--- src/rtl/vlc_pkg.sv ---
// -----------------------------------------------------------------------------
// vlc_pkg
// Shared definitions for the VLC stream packer:
//   - default widths (code, output word, block length)
//   - FSM state encoding
//   - lenmask(): low-order ones mask used to strip bits above a code length
// -----------------------------------------------------------------------------
package vlc_pkg;

  localparam int VLC_CODE_W  = 8;
  localparam int VLC_OUT_W   = 32;
  localparam int VLC_BLK_LEN = 64;

  // lenmask() is built wide enough for any legal CODE_W (CODE_W <= OUT_W <= 64).
  // Callers size-cast the result down to their own code width.
  localparam int VLC_MASK_W  = 64;

  typedef enum logic {
    ACCUM = 1'b0,
    FLUSH = 1'b1
  } vlc_state_e;

  // Returns a mask with the lowest `len` bits set.
  function automatic logic [VLC_MASK_W-1:0] lenmask(input int unsigned len);
    logic [VLC_MASK_W-1:0] m;
    m = '0;
    for (int unsigned i = 0; i < VLC_MASK_W; i++) begin
      if (i < len) m[i] = 1'b1;
    end
    return m;
  endfunction

endpackage

--- src/rtl/vlc_bit_accum.sv ---
// -----------------------------------------------------------------------------
// vlc_bit_accum
// Bit accumulator for the VLC stream packer. Holds a 2*OUT_W-bit shift
// register and its fill level. Codes are OR-ed in at bit offset `fill`
// (LSB-first); a pop drops the lowest OUT_W bits. Insert and pop may happen
// in the same cycle: the pop is applied first, then the insert lands at the
// reduced fill. clr empties the accumulator (used after the final word).
//
// Ports:
//   clk, rst      clock, asynchronous active-high reset
//   ins_en_i      insert ins_code_i / ins_len_i this cycle
//   ins_code_i    code bits, already masked to ins_len_i
//   ins_len_i     code length in bits
//   pop_en_i      discard the lowest OUT_W bits this cycle
//   clr_i         empty the accumulator (overrides insert/pop)
//   fill_d_o      next-state fill level
//   word_d_o      next-state lowest OUT_W bits of the accumulator
// -----------------------------------------------------------------------------
module vlc_bit_accum #(
  parameter int CODE_W = 8,
  parameter int OUT_W  = 32,
  parameter int FW     = $clog2(2*OUT_W+1)
) (
  input  logic              clk,
  input  logic              rst,
  input  logic              ins_en_i,
  input  logic [CODE_W-1:0] ins_code_i,
  input  logic [FW-1:0]     ins_len_i,
  input  logic              pop_en_i,
  input  logic              clr_i,
  output logic [FW-1:0]     fill_d_o,
  output logic [OUT_W-1:0]  word_d_o
);

  localparam int ACC_W = 2*OUT_W;

  logic [ACC_W-1:0] acc_q, acc_d, acc_base;
  logic [FW-1:0]    fill_q, fill_d, fill_base;

  always_comb begin
    acc_base  = acc_q;
    fill_base = fill_q;
    if (pop_en_i) begin
      acc_base  = acc_q >> OUT_W;
      fill_base = fill_q - FW'(OUT_W);
    end

    acc_d  = acc_base;
    fill_d = fill_base;
    // Bits above fill are always zero, so OR-in is a plain insert.
    if (ins_en_i) begin
      acc_d  = acc_base | (ACC_W'(ins_code_i) << fill_base);
      fill_d = fill_base + ins_len_i;
    end

    if (clr_i) begin
      acc_d  = '0;
      fill_d = '0;
    end
  end

  always_ff @(posedge clk or posedge rst) begin
    if (rst) begin
      acc_q  <= '0;
      fill_q <= '0;
    end else begin
      acc_q  <= acc_d;
      fill_q <= fill_d;
    end
  end

  assign fill_d_o = fill_d;
  assign word_d_o = acc_d[OUT_W-1:0];

endmodule

--- src/rtl/vlc_stream_packer.sv ---
// -----------------------------------------------------------------------------
// vlc_stream_packer
// Packs one variable-length code per cycle (valid/ready) LSB-first into
// OUT_W-bit words (valid/ready). A block ends on an accepted in_last or on
// the BLK_LEN-th symbol; its final partial word is padded and flagged with
// out_last, out_bits gives the valid bits in that word and blk_bits the total
// bits of the block.
//
// Build option:
//   VLC_PAD_ONES_EN  defined   -> padding bits of the final word are 1
//                    undefined -> padding bits are 0
//
// Ports:
//   clk, rst    clock, asynchronous active-high reset
//   in_valid    code present             in_ready   packer accepts code
//   in_code     code bits, LSB-aligned   in_len     code length 0..CODE_W
//   in_last     final symbol of block
//   out_valid   word present             out_ready  downstream accepts word
//   out_data    packed word              out_last   final word of block
//   out_bits    valid bits in out_data   blk_bits   total bits in block
//   len_err     sticky: an in_len > CODE_W was accepted
//
// All outputs are registers. Their next values are decoded from the
// accumulator's next state, so out_* hold steady while stalled and appear one
// cycle after the accepting edge.
// -----------------------------------------------------------------------------
module vlc_stream_packer
  import vlc_pkg::*;
#(
  parameter int CODE_W  = VLC_CODE_W,
  parameter int LEN_W   = 4,
  parameter int OUT_W   = VLC_OUT_W,
  parameter int BLK_LEN = VLC_BLK_LEN,
  parameter int CNT_W   = 12
) (
  input  logic                       clk,
  input  logic                       rst,
  input  logic                       in_valid,
  output logic                       in_ready,
  input  logic [CODE_W-1:0]          in_code,
  input  logic [LEN_W-1:0]           in_len,
  input  logic                       in_last,
  output logic                       out_valid,
  input  logic                       out_ready,
  output logic [OUT_W-1:0]           out_data,
  output logic                       out_last,
  output logic [$clog2(OUT_W+1)-1:0] out_bits,
  output logic [CNT_W-1:0]           blk_bits,
  output logic                       len_err
);

  localparam int FW  = $clog2(2*OUT_W+1);
  localparam int OBW = $clog2(OUT_W+1);
  localparam int SW  = $clog2(BLK_LEN+1);

  vlc_state_e       state_q, state_d;
  logic [SW-1:0]    sym_cnt_q, sym_cnt_d;
  logic [CNT_W-1:0] blk_bits_q, blk_bits_d;
  logic             len_err_q, len_err_d;
  logic             in_ready_q, in_ready_d;
  logic             out_valid_q, out_valid_d;
  logic             out_last_q, out_last_d;
  logic [OBW-1:0]   out_bits_q, out_bits_d;
  logic [OUT_W-1:0] out_data_q, out_data_d;

  logic              accept, pop, final_hs, len_over;
  logic [LEN_W-1:0]  len_eff;
  logic [CODE_W-1:0] code_m;
  logic [FW-1:0]     fill_d;
  logic [OUT_W-1:0]  word_d;
  logic [OUT_W-1:0]  pad_bits;
  logic              final_d;

  assign accept   = in_valid & in_ready_q;
  assign pop      = out_valid_q & out_ready & ~out_last_q;
  assign final_hs = out_valid_q & out_ready & out_last_q;

  // Oversized lengths are clamped to CODE_W and flagged.
  assign len_over = in_len > LEN_W'(CODE_W);
  assign len_eff  = len_over ? LEN_W'(CODE_W) : in_len;
  assign code_m   = in_code & CODE_W'(lenmask(32'(len_eff)));

  vlc_bit_accum #(
    .CODE_W (CODE_W),
    .OUT_W  (OUT_W),
    .FW     (FW)
  ) u_accum (
    .clk        (clk),
    .rst        (rst),
    .ins_en_i   (accept),
    .ins_code_i (code_m),
    .ins_len_i  (FW'(len_eff)),
    .pop_en_i   (pop),
    .clr_i      (final_hs),
    .fill_d_o   (fill_d),
    .word_d_o   (word_d)
  );

  // ---------------------------------------------------------------------------
  // FSM and block counters
  // ---------------------------------------------------------------------------
  always_comb begin
    state_d    = state_q;
    sym_cnt_d  = sym_cnt_q;
    blk_bits_d = blk_bits_q;
    len_err_d  = len_err_q | (accept & len_over);

    case (state_q)
      ACCUM: begin
        if (accept && (in_last || (sym_cnt_q == SW'(BLK_LEN-1)))) state_d = FLUSH;
      end
      FLUSH: begin
        if (final_hs) state_d = ACCUM;
      end
      default: state_d = ACCUM;
    endcase

    // len=0 symbols still count toward BLK_LEN.
    if (accept) begin
      sym_cnt_d  = sym_cnt_q + SW'(1);
      blk_bits_d = blk_bits_q + CNT_W'(len_eff);
    end
    if (final_hs) begin
      sym_cnt_d  = '0;
      blk_bits_d = '0;
    end
  end

  always_ff @(posedge clk or posedge rst) begin
    if (rst) begin
      state_q    <= ACCUM;
      sym_cnt_q  <= '0;
      blk_bits_q <= '0;
      len_err_q  <= 1'b0;
    end else begin
      state_q    <= state_d;
      sym_cnt_q  <= sym_cnt_d;
      blk_bits_q <= blk_bits_d;
      len_err_q  <= len_err_d;
    end
  end

  // ---------------------------------------------------------------------------
  // Output decode from next state
  // ---------------------------------------------------------------------------
  // In FLUSH a fill of exactly OUT_W is a full word that also closes the block,
  // so it carries out_last. A fill of 0 in FLUSH yields the empty pad word.
  // A trailing len=0 last symbol after a word that already left without
  // out_last also ends up here as an empty pad word, since that word cannot be
  // recalled.
  assign final_d = (state_d == FLUSH) && (fill_d <= FW'(OUT_W));

`ifdef VLC_PAD_ONES_EN
  logic [OUT_W-1:0] pad_mask;
  genvar gi;
  generate
    for (gi = 0; gi < OUT_W; gi++) begin : g_pad
      assign pad_mask[gi] = (fill_d <= FW'(gi));
    end
  endgenerate
  assign pad_bits = final_d ? pad_mask : '0;
`else
  // Bits above fill are already zero in the accumulator.
  assign pad_bits = '0;
`endif

  always_comb begin
    out_valid_d = (state_d == FLUSH) || (fill_d >= FW'(OUT_W));
    out_last_d  = final_d;
    out_bits_d  = '0;
    out_data_d  = '0;
    if (out_valid_d) begin
      out_bits_d = (fill_d >= FW'(OUT_W)) ? OBW'(OUT_W) : OBW'(fill_d);
      out_data_d = word_d | pad_bits;
    end
    in_ready_d  = (state_d == ACCUM) && (fill_d < FW'(OUT_W));
  end

  always_ff @(posedge clk or posedge rst) begin
    if (rst) begin
      in_ready_q  <= 1'b0;
      out_valid_q <= 1'b0;
      out_last_q  <= 1'b0;
      out_bits_q  <= '0;
      out_data_q  <= '0;
    end else begin
      in_ready_q  <= in_ready_d;
      out_valid_q <= out_valid_d;
      out_last_q  <= out_last_d;
      out_bits_q  <= out_bits_d;
      out_data_q  <= out_data_d;
    end
  end

  assign in_ready  = in_ready_q;
  assign out_valid = out_valid_q;
  assign out_last  = out_last_q;
  assign out_bits  = out_bits_q;
  assign out_data  = out_data_q;
  assign blk_bits  = blk_bits_q;
  assign len_err   = len_err_q;

endmodule
--- config.mk ---
export PLATFORM = sky130hd
export DESIGN_NAME = vlc_stream_packer
export DESIGN_NICKNAME = d
export VERILOG_FILES = /design/src/rtl/vlc_pkg.sv /design/src/rtl/vlc_bit_accum.sv /design/src/rtl/vlc_stream_packer.sv
export SDC_FILE = /design/constraint.sdc
export NUM_CORES = 1
export LEC_CHECK = 0
export CAP_MARGIN = 20
export CORE_ASPECT_RATIO = 1.4
export CORE_MARGIN = 2
export CORE_UTILIZATION = 35
export DETAILED_ROUTE_END_ITERATION = 10
export GPL_ROUTABILITY_DRIVEN = 0
export HOLD_SLACK_MARGIN = 0.05
export SLEW_MARGIN = 40
export SYNTH_ARGS = -nofsm -noshare
export SYNTH_HDL_FRONTEND = slang
export SYNTH_SLANG_ARGS = --single-unit
--- constraint.sdc ---
create_clock -name clk -period 4.8 [get_ports clk]
set_input_delay 0.48 -clock clk [delete_from_list [all_inputs] [get_ports clk]]
set_output_delay 0.48 -clock clk [all_outputs]
set_load 0.01 [all_outputs]
==> flow_metrics.tcl <==
set metrics [dict create \
    crit_fanout 20 \
    wl_per_cell_um 18.69 \
    slew_headroom_pct 42.18 \
    cp.arrival_ns 3.84 \
    post_cts_resized 0 \
    fmax_ghz 0.2833 \
    power_leakage_nw 3.485 \
    timing_hold_violations_final 0 \
    rsz0062_at_grt "false" \
    grt_max_degree 79 \
    status "finished clean" \
    drv_cap 0 \
    io_pins 71 \
    drt_iter0_markers 438 \
    die_w_um 120.6 \
    port_buffers 70 \
    antenna_found_initial 0 \
    wl_mm 18.62 \
    clk_pin_slew_worst_paths_ns 0.06 \
    power_density_nw_per_um2 549.5 \
    post-route-min-period_ns 3.530 \
    synth_cells 683 \
    grt_first_pass_wirelength_mm 30.43 \
    synthArstFlopShare_pct 100.0 \
    grt_pass1_vias 5647 \
    ys_seq_elements 133 \
    crit_required_ns 5.11 \
    cts_tree "built" \
    fin_crit_sh_pct 73.55 \
    num_antenna_cells 0 \
    yosys.cell_count.top_type "dfrtp_1" \
    postCtsHoldBufs 0 \
    postCtsSetupRepairBufs 0 \
    skew_ns 0.01093 \
    rows 59 \
    synth_edf_count 0 \
    synth_common_cells "133 x dfrtp_1, 78 x nor2_1, 75 x nand2_1" \
    utilization_pct 43.61 \
    finalSetupViolCount 0 \
    crit_type "reg -> reg" \
    cts_sinks 133 \
    ys_top_cells_by_area "dfrtp_1 50%, nor2_1 4.4%, nand2_1 4.2%" \
    seq_area_frac_synth_pct 49.92 \
    ir_drop_mv 0.2288 \
    netlist_area_sq_um 6666 \
    core_area_sq_um 18600 \
    whs_ns 0.4820 \
    vias 5619 \
    ant_nets 0 \
    drc 0 \
    die_h_um 167.3 \
    syn-num-nets 711 \
    synth_warnings 0 \
    ctsHtreeMaxLevel 4 \
    synth_top_cell_area_share_pct 49.92 \
    cts-root-buf "clkbuf_16" \
    grt.total_usage_pct 19.12 \
    syn-mean-instance-area_sq_um 9.760 \
    die-area_sq_um 20180 \
    synthFlopType "dfrtp_1" \
    ys_types 70 \
    layout-drive-gt1-share_pct 8.511 \
    dr.pass1.iters 6 \
    grt_overflow 0 \
    areaGrowthSynthToFinish_pct 21.70 \
    tightest_slew_ns 0.8673 \
    clock_latency_ns 0.42 \
    dp_hpwl_mm 12.79 \
    cts_buffers 17 \
    cts_max_path_buffers 2 \
    yosysTopAreaCell "dfrtp_1" \
    viasPerCell 5.642 \
    cp-end-kind "flip-flop" \
    cp-start-kind "flip-flop" \
    initial_core_util_pct 35.84 \
    worstHoldPathType "reg -> reg" \
    slew_viol_final 0 \
    final_net_count 767 \
    fin_tns_setup_ns 0 \
]
==> final timing paths <==
check                             startpoint                end  slack (ns)  cells after the start
max reg2reg                u_accum.fill_q[1]       out_data[28]        1.27                      8
min reg2reg                          len_err            len_err        0.48                      1
min in group asynchronous                rst       out_data[22]        0.53                      2
min                                  len_err            len_err        0.48                      1
max                        u_accum.fill_q[1]       out_data[28]        1.27                      8
max in group asynchronous                rst  u_accum.acc_q[51]        3.40                      3
==> critical path, cell delays in order (launching register included) <==
cell and delay, ns:
dfrtp_1 0.75, inv_1 0.42, fa_1 0.53, nand2b_1 0.20, a211oi_1 0.37, a221o_1 0.22
o221a_2 0.25, nand3_1 0.36, and2_1 0.32
==> cells by family after synthesis <==
group / Yosys count / synth area share, %
mux: 18 / 2.984
flops: 133 / 49.92
compound gates: 170 / 18.39
xor+xnor: 16 / 2.327
simple gates: 274 / 20.27
buf+inv: 61 / 3.810
fa+ha+maj: 11 / 2.290
==> through the flow <==
| stage | instances | worst slack (ns) | total power, mW | area, sq um |
|---|---|---|---|---|
| finish | 996 | 1.270 | 4.458 | 8113 |
| global route | 996 | 0.9684 | 4.720 | 8113 |
| CTS | 996 | 1.263 | 4.474 | 8113 |
| detailed placement | 964 | 0.8750 | 3.243 | 7567 |
| global placement | 964 | 1.016 | 3.212 | 7565 |
| floorplan | 683 | 0.7656 | 2.630 | 6666 |
==> state kept, by name, summed over array words and instances (netlist names) <==
| register | flops |
|---|---|
| blk_bits | 12 |
| in_ready | 1 |
| len_err | 1 |
| out_bits | 6 |
| out_data | 32 |
| out_last | 1 |
| out_valid | 1 |
| state_q | 1 |
| sym_cnt_q | 7 |
| u_accum.acc_q | 64 |
| u_accum.fill_q | 7 |
==> final cells by class <==
cell class                 instances  area, sq um
clock buffer                      17        425.4
multi-input combinational        489         3087
timing repair buffer              77        765.7
clock inverter                    15        120.1
tap                              244        305.3
inverter                          21        81.33
fill                            1804        10490
sequential                       133         3328
==> per-layer routing <==
layer / wire [um] / share of wire (%) / global-route usage (%) / up-vias
met2: 9542 / 51 / 32.82 / 223
met5: 0 / 0 / 0 / -
met4: 680 / 3.7 / 8.999 / 0
li1: - / - / - / 2559
met3: 865 / 4.6 / 3.338 / 57
met1: 7530 / 40 / 23.11 / 2780
==> placed cells by master, fill, tap and decap left out, types with 6 or more instances in the layout <==
master	synthesis	final
a22o_1	14	14
o21ai_0	29	29
xnor2_1	9	9
nor2_1	78	78
dfrtp_1	133	133
nor3_1	11	11
o21a_1	7	7
buf_4	1	6
a31oi_1	14	14
a22oi_1	10	10
o22ai_1	7	7
and2_1	37	37
or3_1	9	9
and3_1	9	9
mux2i_1	12	12
nor2b_1	7	7
clkdlybuf4s50_1	0	70
nand2b_1	9	8
nand3_1	14	14
a221oi_1	6	6
a211oi_1	8	8
ha_1	9	9
nand2_1	75	75
clkbuf_16	0	17
a21oi_1	22	22
inv_1	20	19
==> where the power goes <==
group / internal (mW) / switching, mW
Combinational: 0.654 / 1.01
Sequential: 1.36 / 0.216
Clock: 0.672 / 0.544
Power figures use the tool's default switching activity.
